--- src/rtl/vga_timing_pkg.sv ---
// Shared VGA timing defaults, per-pixel flag bundle and timing helper functions.
package vga_timing_pkg;

  // 640x480 @ 60 Hz defaults
  localparam int DEF_H_FRONT = 16;
  localparam int DEF_H_PULSE = 96;
  localparam int DEF_H_BACK  = 48;
  localparam int DEF_H_DATA  = 640;
  localparam int DEF_V_FRONT = 10;
  localparam int DEF_V_PULSE = 2;
  localparam int DEF_V_BACK  = 33;
  localparam int DEF_V_DATA  = 480;
  localparam int DEF_LEAD    = 2;
  localparam int MAX_LEAD    = 8;

  // Raw per-position timing flags, delayed as one word so they stay aligned
  typedef struct packed {
    logic hSync;
    logic vSync;
    logic active;
    logic vActive;
    logic frameStart;
  } timingFlags_t;

  function automatic int hTotal(int front, int pulse, int back, int data);
    return front + pulse + back + data;
  endfunction

  function automatic int vTotal(int front, int pulse, int back, int data);
    return front + pulse + back + data;
  endfunction

  // Active region starts after front porch, sync and back porch
  function automatic int hStart(int front, int pulse, int back);
    return front + pulse + back;
  endfunction

  function automatic int vStart(int front, int pulse, int back);
    return front + pulse + back;
  endfunction

  // Bits needed to count 0..n-1, never less than one
  function automatic int widthOf(int n);
    return (n <= 1) ? 1 : $clog2(n);
  endfunction

endpackage

--- src/rtl/vga_timing_gen_delay_line.sv ---
// Enable-gated shift register used to align timing flags with the pixel output.
module vga_delay_line #(
  parameter int WIDTH = 1,
  parameter int DEPTH = 1
) (
  input  logic             iClk,
  input  logic             iRst,
  input  logic             iEn,
  input  logic [WIDTH-1:0] iD,
  output logic [WIDTH-1:0] oQ
);

  logic [WIDTH-1:0] stage [DEPTH];

  // Shift one position per enabled edge; everything clears on reset
  always_ff @(posedge iClk or posedge iRst) begin
    if (iRst) begin
      for (int i = 0; i < DEPTH; i++) stage[i] <= '0;
    end else if (iEn) begin
      stage[0] <= iD;
      for (int i = 1; i < DEPTH; i++) stage[i] <= stage[i-1];
    end
  end

  assign oQ = stage[DEPTH-1];

endmodule

--- src/rtl/vga_timing_gen.sv ---
// VGA timing generator: pixel/line counters, early data request with pixel
// coordinates, and sync/valid/colour outputs delayed LEAD enabled cycles behind
// the request so a pipelined pixel source can answer in time.
module vga_timing_gen
  import vga_timing_pkg::*;
#(
  parameter int   H_FRONT = DEF_H_FRONT,
  parameter int   H_PULSE = DEF_H_PULSE,
  parameter int   H_BACK  = DEF_H_BACK,
  parameter int   H_DATA  = DEF_H_DATA,
  parameter int   V_FRONT = DEF_V_FRONT,
  parameter int   V_PULSE = DEF_V_PULSE,
  parameter int   V_BACK  = DEF_V_BACK,
  parameter int   V_DATA  = DEF_V_DATA,
  parameter logic HS_POL  = 1'b0,
  parameter logic VS_POL  = 1'b0,
  parameter int   LEAD    = DEF_LEAD,
  parameter int   COLOR_W = 8,
  localparam int  XW      = widthOf(H_DATA),
  localparam int  YW      = widthOf(V_DATA)
) (
  input  logic               iClk,
  input  logic               iRst,
  input  logic               iEn,
  input  logic [COLOR_W-1:0] iR,
  input  logic [COLOR_W-1:0] iG,
  input  logic [COLOR_W-1:0] iB,
  output logic [COLOR_W-1:0] oR,
  output logic [COLOR_W-1:0] oG,
  output logic [COLOR_W-1:0] oB,
  output logic               oHSync,
  output logic               oVSync,
  output logic               oDataValid,
  output logic               oLineValid,
  output logic               oDataRequest,
  output logic [XW-1:0]      oX,
  output logic [YW-1:0]      oY,
  output logic               oFrameStart
);

  localparam int H_TOTAL = hTotal(H_FRONT, H_PULSE, H_BACK, H_DATA);
  localparam int V_TOTAL = vTotal(V_FRONT, V_PULSE, V_BACK, V_DATA);
  localparam int HCW     = widthOf(H_TOTAL);
  localparam int VCW     = widthOf(V_TOTAL);

  localparam logic [HCW-1:0] H_LAST       = HCW'(H_TOTAL - 1);
  localparam logic [HCW-1:0] H_SYNC_BEGIN = HCW'(H_FRONT);
  localparam logic [HCW-1:0] H_SYNC_END   = HCW'(H_FRONT + H_PULSE);
  localparam logic [HCW-1:0] H_ACT        = HCW'(hStart(H_FRONT, H_PULSE, H_BACK));
  localparam logic [VCW-1:0] V_LAST       = VCW'(V_TOTAL - 1);
  localparam logic [VCW-1:0] V_SYNC_BEGIN = VCW'(V_FRONT);
  localparam logic [VCW-1:0] V_SYNC_END   = VCW'(V_FRONT + V_PULSE);
  localparam logic [VCW-1:0] V_ACT        = VCW'(vStart(V_FRONT, V_PULSE, V_BACK));

  // Request lead outside its supported range is a configuration error
  if (LEAD < 1 || LEAD > MAX_LEAD) begin : gLeadCheck
    $error("vga_timing_gen: LEAD out of range 1..8");
  end

  logic [HCW-1:0] hc;
  logic [VCW-1:0] vc;
  logic           hActive;
  logic           vActive;
  timingFlags_t   rawFlags;
  timingFlags_t   delayedFlags;

  // Pixel and line counters; the line counter steps on the pixel wrap edge
  always_ff @(posedge iClk or posedge iRst) begin
    if (iRst) begin
      hc <= '0;
      vc <= '0;
    end else if (iEn) begin
      if (hc == H_LAST) begin
        hc <= '0;
        vc <= (vc == V_LAST) ? '0 : vc + 1'b1;
      end else begin
        hc <= hc + 1'b1;
      end
    end
  end

  // Decode region flags for the current counter position (front, sync, back, active)
  always_comb begin
    hActive             = (hc >= H_ACT);
    vActive             = (vc >= V_ACT);
    rawFlags.hSync      = (hc >= H_SYNC_BEGIN) && (hc < H_SYNC_END);
    rawFlags.vSync      = (vc >= V_SYNC_BEGIN) && (vc < V_SYNC_END);
    rawFlags.active     = hActive && vActive;
    rawFlags.vActive    = vActive;
    rawFlags.frameStart = (hc == '0) && (vc == '0);
  end

  // Early request with coordinates; coordinates hold outside the active area
  always_ff @(posedge iClk or posedge iRst) begin
    if (iRst) begin
      oDataRequest <= 1'b0;
      oX           <= '0;
      oY           <= '0;
    end else if (iEn) begin
      oDataRequest <= rawFlags.active;
      if (rawFlags.active) begin
        oX <= XW'(hc - H_ACT);
        oY <= YW'(vc - V_ACT);
      end
    end
  end

  // LEAD stages here plus the output register below trail the request by LEAD
  vga_delay_line #(
    .WIDTH($bits(timingFlags_t)),
    .DEPTH(LEAD)
  ) uFlagDelay (
    .iClk (iClk),
    .iRst (iRst),
    .iEn  (iEn),
    .iD   (rawFlags),
    .oQ   (delayedFlags)
  );

  // Output stage: sync polarity, valid flags and colour gated by delayed active
  always_ff @(posedge iClk or posedge iRst) begin
    if (iRst) begin
      oHSync      <= ~HS_POL;
      oVSync      <= ~VS_POL;
      oDataValid  <= 1'b0;
      oLineValid  <= 1'b0;
      oFrameStart <= 1'b0;
      oR          <= '0;
      oG          <= '0;
      oB          <= '0;
    end else if (iEn) begin
      oHSync      <= delayedFlags.hSync ? HS_POL : ~HS_POL;
      oVSync      <= delayedFlags.vSync ? VS_POL : ~VS_POL;
      oDataValid  <= delayedFlags.active;
      oLineValid  <= delayedFlags.vActive;
      oFrameStart <= delayedFlags.frameStart;
      oR          <= delayedFlags.active ? iR : '0;
      oG          <= delayedFlags.active ? iG : '0;
      oB          <= delayedFlags.active ? iB : '0;
    end
  end

endmodule

--- config.mk ---
export PLATFORM = sky130hd
export DESIGN_NAME = vga_timing_gen
export DESIGN_NICKNAME = d
export VERILOG_FILES = /design/src/rtl/vga_timing_pkg.sv /design/src/rtl/vga_timing_gen_delay_line.sv /design/src/rtl/vga_timing_gen.sv
export SDC_FILE = /design/constraint.sdc
export NUM_CORES = 1
export LEC_CHECK = 0
export ABC_AREA = 1
export BUFFER_PORTS_ARGS = -buffer_cell sky130_fd_sc_hd__buf_2
export CORE_MARGIN = 2
export CORE_UTILIZATION = 50
export DETAILED_ROUTE_END_ITERATION = 10
export PLACE_DENSITY_LB_ADDON = 0.15
export SLEW_MARGIN = 20
export SYNTH_ARGS = -nofsm -noshare
export SYNTH_HDL_FRONTEND = slang
export SYNTH_HIERARCHICAL = 1
export SYNTH_SLANG_ARGS = --single-unit
export TNS_END_PERCENT = 5
--- constraint.sdc ---
create_clock -name iClk -period 1.89 [get_ports iClk]
set_input_delay 0.189 -clock iClk [delete_from_list [all_inputs] [get_ports iClk]]
set_output_delay 0.189 -clock iClk [all_outputs]
set_load 0.02 [all_outputs]
[Yosys cells after proc, flatten, opt, wreduce, memory -nomap -nowiden]
Index checks and enable logic that the tools add are counted.
Cells by class
  $mul: 0
  reduce and logical (&&, ||, !) cells: 8
  mux-type cells: 7
  bitwise operators: 0
  order comparisons: 6
  eq/ne operators: 2
  $add $sub $neg: 4
  shift operators: 0
  divide/modulo/power cells: 0
Operators with widths (count)
  $mux W8: 3
  $add A10 B1 Y10 const B: 2
  $eq A10 B10 Y1 const B: 2
  $logic_not A10 Y1: 2
  $mux W10: 2
  $ge A10 B4 Y1 const B: 1
  $ge A10 B5 Y1 const B: 1
  $ge A10 B6 Y1 const B: 1
  $ge A10 B8 Y1 const B: 1
  $lt A10 B4 Y1 const B: 1
  $lt A10 B7 Y1 const B: 1
  $sub A10 B8 Y10 const B: 1
  $sub A9 B6 Y9 const B: 1
  $logic_and A1 B1 Y1: 4
  $reduce_and A2 Y1: 2
  $mux W1: 2
Storage, ports and cells
  output and inout bits: 49
  ROM bits: 0
  logic and storage cells: 42
  register bits: 79
  memory bits (writable): 0
  memories kept: 0
  bits in latches: 0
  bits of input ports: 27

[Depth between registers and ports, before layout]
Gate-level depths: netlist of run 1.
  depth in word-level cells: 3
  depth in mapped cells: 10
  mapped depth without buffers: 9

[Cells and area by module]
The synthesis of run 1 kept the hierarchy.
Modules (own cells, without submodules)
  vga_timing_gen: cells each 434, seq. area each 1729.2 um^2, times used 1, area an instance 3639.7 um^2
  vga_delay_line: cells each 48, seq. area each 250.2 um^2, times used 1, area an instance 421.7 um^2

[Worst setup path after synthesis of run 1]
OpenSTA, ideal clock, no wires.
  path type: register to register
  from: reg vc[0]
  to: reg oY[5]
  data arrival time: 1.507 ns
  setup time: 0.119 ns
  cell stages (with the launch flop): 10
  required time: 1.771 ns
  slack: 0.265 ns
  buffers on the path: 1
  period minus slack after synthesis: 1.625 ns
  cell sequence: dfrtp_1 > inv_1 > ha_1 > nor2_4 > nand3_2 > nand3_2 > nand3_2 > buf_6 > nand2_2 > nand2_1
On the way
  longest elaborated chain between the ends: 3
  elaborated cells between the ends (all ways): 4
  those cells by class: add/sub: 1; order compare: 1; reduce/logical: 2
Ends and longest elaborated chain
  start, declared: line vga_timing_gen.sv:61  | logic [VCW-1:0] vc;
  start signal, assigned: line vga_timing_gen.sv:75  | vc <= (vc == V_LAST) ? '0 : vc + 1'b1;
  $ge A10 B6 Y1: line vga_timing_gen.sv:85  | vActive = (vc >= V_ACT);
  $logic_and A1 B1 Y1: line vga_timing_gen.sv:88  | rawFlags.active = hActive && vActive;
  $reduce_and A2 Y1 (no source line)
  end signal, assigned: line vga_timing_gen.sv:103  | oY <= YW'(vc - V_ACT);
  end, declared: line vga_timing_gen.sv:37  | output logic [YW-1:0] oY,
Parallel ways exist; a longest one is shown, timed or not.
A chain may end at the register's enable or synchronous reset.

[Worst setup path after layout of run 1]
  from: reg vc[0]
  to: reg oX[1]
On the way
  longest elaborated chain between the ends: 3
Ends and longest elaborated chain
  $ge A10 B6 Y1: line vga_timing_gen.sv:85
  $logic_and A1 B1 Y1: line vga_timing_gen.sv:88
  $reduce_and A2 Y1 (no source line)
  end signal, assigned: line vga_timing_gen.sv:102  | oX <= XW'(hc - H_ACT);
  end, declared: line vga_timing_gen.sv:36  | output logic [XW-1:0] oX,
Every way passes these cells.

==> results.md, run 1 <==
- The flow ran to the end, and the final reports show no timing, DRC or antenna violations.
- The number of standard cells in the final layout excluding fillers is ~660.
- Clock-pin slew was measured on the worst setup and hold paths at 90 ps.
- Data arrives at the worst endpoint at approximately 2000 ps.
- The proportion of layout cells with a drive suffix above 1 is ~26%.
- STA puts the critical path data required time at ~2200 ps.
- During synthesis, Yosys emitted a total of 6 warnings.
- The wire length reported by the detailed router is ~9000 µm.
- The CTS H-tree depth is 3.
- The cell that appears most often on the critical path is sky130_fd_sc_hd__nand3_2.
- The global-route wire length before repair is 15100 µm.
- The worst setup path is of the flop to flop kind.
- When the netlist entered floorplanning its net count stood at slightly above 500.
- For this run, the slowest stage of the critical path takes between 300 and 400 ps.
- In this run the deepest clock path goes through 2 buffers.
- The cell area after placement is between 4000 and 5000 µm².
- After legalization and detailed placement, the total HPWL measured 6580 µm.
- After synthesis the netlist holds a flip-flop and latch count of 79.
- VDD sags by at most around 0.48 mV.
- The count of unresolved DRC violations after routing is 0.
- 76 I/O pins were placed.
- The clock net sink count is 79.
- In this run the vertical extent of the chip is 94.1 µm.
- The worst min-delay path class is input port to flop.
- The die is between 90 and 100 µm wide.
- The placer's final routability congestion estimate is roughly 0.91.
- Once routing completed, OpenROAD measured the worst setup slack at roughly 230 ps.
- The synthesized netlist contains 36 unique library cells.
- The worst-case clock skew is 8.28 ps.
- From synthesis to final layout, the design area changed by 14.9%.
- The number of pins exceeding their max-slew limit in the final report came to 0.
- In this run the power density over the cells is between 900 and 1000 nW/µm².
- The critical path goes through inv_1 -> ha_1 -> nor2_4 -> nand3_2 -> nand3_2 -> nand3_2 -> buf_4 -> nand2_1 -> nand2_1.
- The cell family with the largest share of critical-path delay is simple AND/OR/NAND/NOR gates.
- Input and output buffers added on the ports amount to between 70 and 80.
- In the routed layout, each cell is associated on average with a via count of between 5 and 6.
- The first routing iteration left 200 violations.
- The initial antenna violation count came to 0.
- Max-cap violations in this run came to 0.
- Entering global routing, the biggest net connects between 40 and 50 pins.
- The combined buffer and inverter count along the critical path is 2.
- For this design the static power due to leakage is between 0.002 and 0.003 µW.
- The number of nets in the final layout is approximately 600.
- For this run, the register share of the synthesized area comes to between 40% and 50%.
- The area of all placed cells without fillers is around 4700 µm².
- The count of TritonRoute iterations in the first routing pass is 4.
- Static timing analysis puts the maximum clock frequency at 602 MHz.
- The clock latency reported for the late side of the worst-skew pair is between 300 and 400 ps.
- The cell total after placement is between 600 and 700.
- The post-synthesis cell area is about 4100 µm².
- The overall via count from detail_route is roughly 3400.
- The worst pin sits at a relative slew slack of 64.9%.
- The mean routed wirelength per cell is between 10 and 15 µm.
- The worst path uses 87.9% of the clock period.
- The post-synthesis area per instance is around 8.4 µm².
- The number of global-route vias before repair came to roughly 3000.
- The TritonCTS clock tree is built.
- The floorplan step defined a die boundary enclosing 8860 µm².
- Setup repair after global routing left no endpoint under its margin.
- The effective utilization at floorplan is a little over half.
- The smallest clock period supported by the final layout is computed as ~1700 ps.
- The fill cell total of the finished layout is around 710.
- The antenna diode count is 0.
- Counting the buffers created by CTS gives 9.
- At the placement stage, the worst setup path has a slack of 256 ps.
- The count of endpoints failing hold in the final timing report is 0.
- After routing, the total negative slack on setup checks comes to 0 ps.
- In this run, post-CTS repair resized a total of 0 instances.
- In this run the remaining antenna-violating nets after routing total 0.
- Global routing finished with a remaining overflow of 0.
- The floorplan has 32 rows.
- The tightest hold path in the finished design has a slack of roughly 62 ps.
- At the pin with the least slew margin, the transition time is around 530 ps.
- Along the worst path, the maximum fanout reaches 20.
- The count of mapped cells out of synthesis is just under 500.
- The buffer cell driving the clock tree root is sky130_fd_sc_hd__clkbuf_8.
- STA classifies the critical path endpoint as a flop.
- Global routing consumed, over all layers together, between 20% and 30% of the routing resources.
- The slowest stage of the critical path belongs to the cell sky130_fd_sc_hd__dfrtp_1.
- The worst setup path is launched from a flop.
- The area of the core is a little under 8000 µm².
- The setup violation total in the final timing report is 0.
-- repair_timing --
item                       4_1_cts  5_1_grt
buffers inserted                 0        0
setup endpoints to repair        0        0
hold buffers                     1        0
hold endpoints to repair        32        0
-- Yosys cell counts (all sizes together) --
library cell	number	share of area, %
a21oi	8	0.99
a31oi	1	0.15
and3	1	0.15
buf	20	4.0
clkbuf	9	0.83
dfrtp	77	47
dfstp	2	1.3
ha	9	2.8
inv	38	3.6
nand2	178	17
nand3	52	7.3
nand4	20	3.5
nor2	27	3.5
nor3	3	0.62
nor4	4	0.77
o2111a	1	0.28
o21a	2	0.37
o21ai	18	2.4
xnor2	2	0.43
xor2	10	2.2
-- registers in the layout, summed over array words and instances (netlist names) --
register          cells
oFrameStart           1
oDataRequest          1
oB                    8
oVSync                1
oLineValid            1
uFlagDelay/stage      5
uFlagDelay/oQ         5
hc                   10
oX                   10
oHSync                1
vc                   10
oDataValid            1
oY                    9
oR                    8
oG                    8
-- placed cells by master (no fill, tap or decap), types with 4 or more instances in the layout --
cell | netlist | final
sky130_fd_sc_hd__nand4_1 | 19 | 19
sky130_fd_sc_hd__buf_2 | 1 | 75
sky130_fd_sc_hd__nor2_1 | 19 | 19
sky130_fd_sc_hd__clkinvlp_4 | 0 | 4
sky130_fd_sc_hd__buf_4 | 11 | 9
sky130_fd_sc_hd__clkbuf_8 | 0 | 9
sky130_fd_sc_hd__a21oi_1 | 8 | 8
sky130_fd_sc_hd__nand3_1 | 46 | 46
sky130_fd_sc_hd__nor2_4 | 4 | 4
sky130_fd_sc_hd__nor2_2 | 4 | 4
sky130_fd_sc_hd__nand3_2 | 5 | 5
sky130_fd_sc_hd__xor2_1 | 10 | 10
sky130_fd_sc_hd__o21ai_0 | 15 | 15
sky130_fd_sc_hd__inv_1 | 33 | 32
sky130_fd_sc_hd__nand2_2 | 13 | 13
sky130_fd_sc_hd__ha_1 | 9 | 9
sky130_fd_sc_hd__dfrtp_1 | 77 | 77
sky130_fd_sc_hd__nand2_1 | 164 | 164
-- kinds of logic after synthesis --
family | after synthesis | synth area share, %
buffers and inverters | 67 | 8.47
XOR/XNOR | 12 | 2.59
AO/OA/AOI/OAI | 30 | 4.19
AND/OR/NAND/NOR | 285 | 33.2
adder cells (fa/ha/maj) | 9 | 2.77
flip-flops | 79 | 48.7
-- final timing paths --
check / startpoint / endpoint / slack (ps) / cells after the start
worst max-delay path: vc[0] / oX[1] / 230 / 9
worst min-delay path: iR[2] / oR[2] / 60 / 3
worst max register to register: vc[0] / oX[1] / 230 / 9
worst min register to register: uFlagDelay/oQ[4] / oHSync / 440 / 1
max in group asynchronous: iRst / vc[7] / 850 / 4
min in group asynchronous: iRst / uFlagDelay/oQ[3] / 390 / 3
-- metal layers --
| metal | wire [µm] | GRT usage, % |
|---|---|---|
| met1 | 4300 | 32.2 |
| met2 | 4130 | 33.3 |
| met3 | 559 | 3.29 |
| met4 | 41 | 6.52 |
| met5 | 0 | 0 |
-- worst register-to-register path: cells and delay by family (launching register included) --
kind                       cells  cell delay (ps)
DFF                            1              390
and+or+nand+nor                6              480
adders and majority gates      1              280
buffers and inverters          2              450
-- through the flow --
stage | power, µW | util, %
2_1_floorplan | 3050 | -
3_3_place_gp | 3390 | 57.1
3_5_place_dp | 3430 | 57.1
4_1_cts | 4710 | 59.8
5_1_grt | 4950 | 59.8
6_report | 4660 | 59.8
-- where the power goes --
part	internal (µW)	leakage [µW]	switching, µW
Sequential	1950	0.000994	263
Clock	620	0.0000895	639
Combinational	406	0.00146	780
-- cell type report --
class                   count  area, µm²  area share, %
flip-flops and latches     79       1980           42.4
clock inverters             6       70.1           1.50
repair buffers             86        473           10.1
inverters                  38        151           3.24
well taps                 102        128           2.73
multi-input cells         336       1740           37.2
clock buffers              10        128           2.73
Power figures use the tool's default switching activity.
==> run 2, diff against run 1 <==
--- a/config.mk
+++ b/config.mk
@@ -7,6 +7,7 @@
 export LEC_CHECK = 0
 export ABC_AREA = 1
 export BUFFER_PORTS_ARGS = -buffer_cell sky130_fd_sc_hd__buf_2
+export CORE_ASPECT_RATIO = 1.25
 export CORE_MARGIN = 2
 export CORE_UTILIZATION = 50
 export DETAILED_ROUTE_END_ITERATION = 10
==> constraint.sdc (replaced) <==
create_clock -name iClk -period 1.89 [get_ports iClk]
set_input_delay 0.567 -clock iClk [delete_from_list [all_inputs] [get_ports iClk]]
set_output_delay 0.567 -clock iClk [all_outputs]
set_load 0.02 [all_outputs]
==> run 2 against run 1 <==
  * Sequential share of layout area fell by 0.079 points
  * Design area rose by 0.19%
  * Clock skew up 2.2 ps
  * Register-to-register slack improved by 60 ps
  * Maximum frequency is 2.9% higher
  * Worst setup slack improved by 46 ps
  * Sequential cell count unchanged
  * Sequential power about the same
  * Clock-buffer cell count rose by 2
  * Combinational power is essentially flat
  * Final cell count shrank 0.76%
  * First-iteration DRC count shrank 26%
  * Critical path type is now flop to output pin
  * Critical endpoint is now oHSync
==> results.md, run 2 (synthesis results as in run 1) <==
- Run status: finished, final reports clean (unchanged).
- The kind of critical path is flop to output pin (was flop to flop).
- The antenna diode count is 0 (unchanged).
- The number of nets in the final layout came to 588 (was 586).
- The count of endpoints failing hold in the final timing report is 0 (unchanged).
- The wire length reported by the detailed router is 8650 µm (was 9030 µm).
- The CTS H-tree depth came to 3 (unchanged).
- The final worst-path cycle share is 85.5% (was 87.9%).
- The master of the slowest instance on the critical path is sky130_fd_sc_hd__dfstp_2 (was sky130_fd_sc_hd__dfrtp_1).
- The multi-input gate area in the final layout was 1750 µm² (was 1740 µm²).
- The leading cell type in the layout, fill and taps excluded is sky130_fd_sc_hd__nand2_1 (unchanged).
- The number of nets with antenna violations after detailed routing is 0 (unchanged).
- The placed wire-length estimate after detailed placement is 6490 µm (was 6580 µm).
- Crit-path cells: buf_2 (was inv_1 -> ha_1 -> nor2_4 -> nand3_2 -> nand3_2 -> nand3_2 -> buf_4 -> nand2_1 -> nand2_1).
- The total CTS buffers came to 9 (unchanged).
- The global route total overflow is 0 (unchanged).
- The setup slack after layout is 275 ps (was 228 ps).
- The height of the chip is 105 µm (was 94.1 µm).
- The effective utilization at floorplan is 51.8% (was 52.0%).
- The setup slack of the worst register-to-register path is 290 ps (was 230 ps).
- The cell family with the largest share of critical-path delay was flip-flops (was simple AND/OR/NAND/NOR gates).
- The storage element area was 1980 µm² (unchanged).
- The post-CTS setup-driven buffer insertion count is 0 (unchanged).
- The area of the core is 7840 µm² (was 7810 µm²).
- The buffer levels on the longest clock path is 2 (unchanged).
- Commonest non-fill, non-tap cells in the layout: sky130_fd_sc_hd__nand2_1 (164), sky130_fd_sc_hd__dfrtp_1 (77), sky130_fd_sc_hd__buf_2 (75), sky130_fd_sc_hd__nand3_1 (46), sky130_fd_sc_hd__inv_1 (32) (unchanged).
- The peak fanout along the critical path was 2 (was 20).
- The proportion of layout cells with a drive suffix above 1 was 25.7% (was 25.6%).
- The worst-margin pin slew is 458 ps (was 525 ps).
- The required time of the worst setup path is 1320 ps (was 2180 ps).
- The TritonCTS clock tree was built (unchanged).
- Registers with the most flip-flops: hc x10, oX x10, vc x10 (unchanged).
- The mean routed wirelength per cell came to 13.3 µm (was 13.7 µm).
- The setup violation total in the final timing report came to 0 (unchanged).
- The number of top-level design ports is 76 (unchanged).
- The data arrival time of the critical path is 1050 ps (was 1950 ps).
- The iteration-0 DRC count of the detailed router is 148 (was 200).
- The worst IR drop on VDD is 0.611 mV (was 0.480 mV).
- RSZ-0062 raised after global routing: no (unchanged).
- The number of buffers added on ports was 75 (unchanged).
- The count of unresolved DRC violations after routing is 0 (unchanged).
- The cell leakage power is 0.00256 µW (was 0.00255 µW).
- The total power is 4590 µW (was 4660 µW).
- The source of the worst register-to-register timing path was hc[0] (was vc[0]).
- The clock net sink count is 79 (unchanged).
- The kind of start point of the critical path was a flop (unchanged).
- The buffer cell driving the clock tree root is sky130_fd_sc_hd__clkbuf_8 (unchanged).
- The detail-routed via count per cell was 5.05 (was 5.10).
- The placer's final routability congestion estimate was 0.907 (was 0.911).
- The setup total negative slack is 0 ps (unchanged).
- The worst min-delay path class is input port to async pin (was input port to flop).
- The clock edge transition at the registers on the reported setup and hold paths is 80 ps (was 90 ps).
- The relative max-transition margin is 69.4% (was 64.9%).
- The global-route wire length before repair was 15000 µm (was 15100 µm).
- The initial antenna violation count came to 0 (unchanged).
- The worst-case clock skew is 10.5 ps (was 8.28 ps).
- The total of max-cap violations is 0 (unchanged).
- The critical path endpoint category is an output pin (was flop).
- The die width came to 84.6 µm (was 94.1 µm).
- The maximum number of pins on one net before global-route repair is 34 (was 46).
- The number of pins exceeding their max-slew limit in the final report is 0 (unchanged).
- The worst reg2reg path endpoint is vc[2] (was oX[1]).
- The final period demand of the worst path is 1620 ps (was 1660 ps).
- The clock latency reported for the late side of the worst-skew pair is 360 ps (was 340 ps).
- The overall via count from detail_route is 3291 (was 3352).
- The area of the die is 8860 µm² (about the same).
- The number of rows created at floorplan is 36 (was 32).
- The count of TritonRoute iterations in the first routing pass is 4 (unchanged).
- The number of global-route vias before repair is 3269 (was 3039).
- The highest cell delay on the worst timing path is 540 ps (was 390 ps).
- The post-place setup slack is 133 ps (was 256 ps).
- The fill cell total of the finished layout came to 739 (was 705).
- The layout overhead on the synthesized area is 15.1% (was 14.9%).
- The fmax is 619 MHz (was 602 MHz).
- The hold slack was 200 ps (was 62.3 ps).
- The depth of the most critical reg-to-reg path is 7 (was 9).
- The total global routing track utilization was 20.9% (was 21.8%).
- The combined buffer and inverter count along the critical path is 1 (was 2).
- The power per standard cell area is 982 nW/µm² (was 997 nW/µm²).
[run 2: cell count changes in the layout (fill, tap and decap cells not counted), sizes merged]
| cell | previous run | this run |
|---|---|---|
| clkinvlp | 4 | 2 |
| clkinv | 0 | 2 |
| dlygate4sd3 | 1 | 0 |
| inv | 39 | 37 |
| clkbuf | 10 | 12 |
| buf | 85 | 88 |
[run 2: worst max path at each step]
stage,startpoint,cells past startpoint,end
after floorplan,vc[0],9,oY[5]
after global placement,vc[5],7,oX[3]
after detailed placement,vc[5],7,oX[0]
after CTS,vc[5],7,oX[0]
after global routing,hc[0],7,vc[3]
final,oHSync,1,oHSync
[run 2: layout make-up]
cell class | instances | share of cell area (%)
Clock buffer | 12 | 2.89
Clock inverter | 4 | 1.02
Inverter | 38 | 3.24
Multi-Input combinational cell | 336 | 37.3
Sequential cell | 79 | 42.3
Tap cell | 95 | 2.54
Timing Repair Buffer | 88 | 10.7
[run 2: where the power goes]
group	switching [µW]	internal, µW
logic	772	409
clock network	595	607
registers	261	1950
[run 2: what timing repair did]
item	4_1_cts	5_1_grt
resized for setup	0	1
setup endpoints to repair	0	19
hold buffers	0	0
[run 2: metal layers]
metal	GRT usage (%)	vias up	wire, µm
li1	-	1682	-
met1	26.1	1515	3860
met2	34.5	79	4180
met3	5.06	15	390
met4	8.62	0	216
met5	0	-	0
[run 2: per-stage QoR]
| step | util, % | instances | area (µm²) |
|---|---|---|---|
| 6_report | 59.7 | 652 | 4680 |
| 5_1_grt | 59.7 | 652 | 4680 |
| 4_1_cts | 59.6 | 652 | 4670 |
| 3_5_place_dp | 57.2 | 636 | 4490 |
| 3_3_place_gp | 57.2 | 636 | 4490 |
| 2_1_floorplan | - | 482 | 4070 |
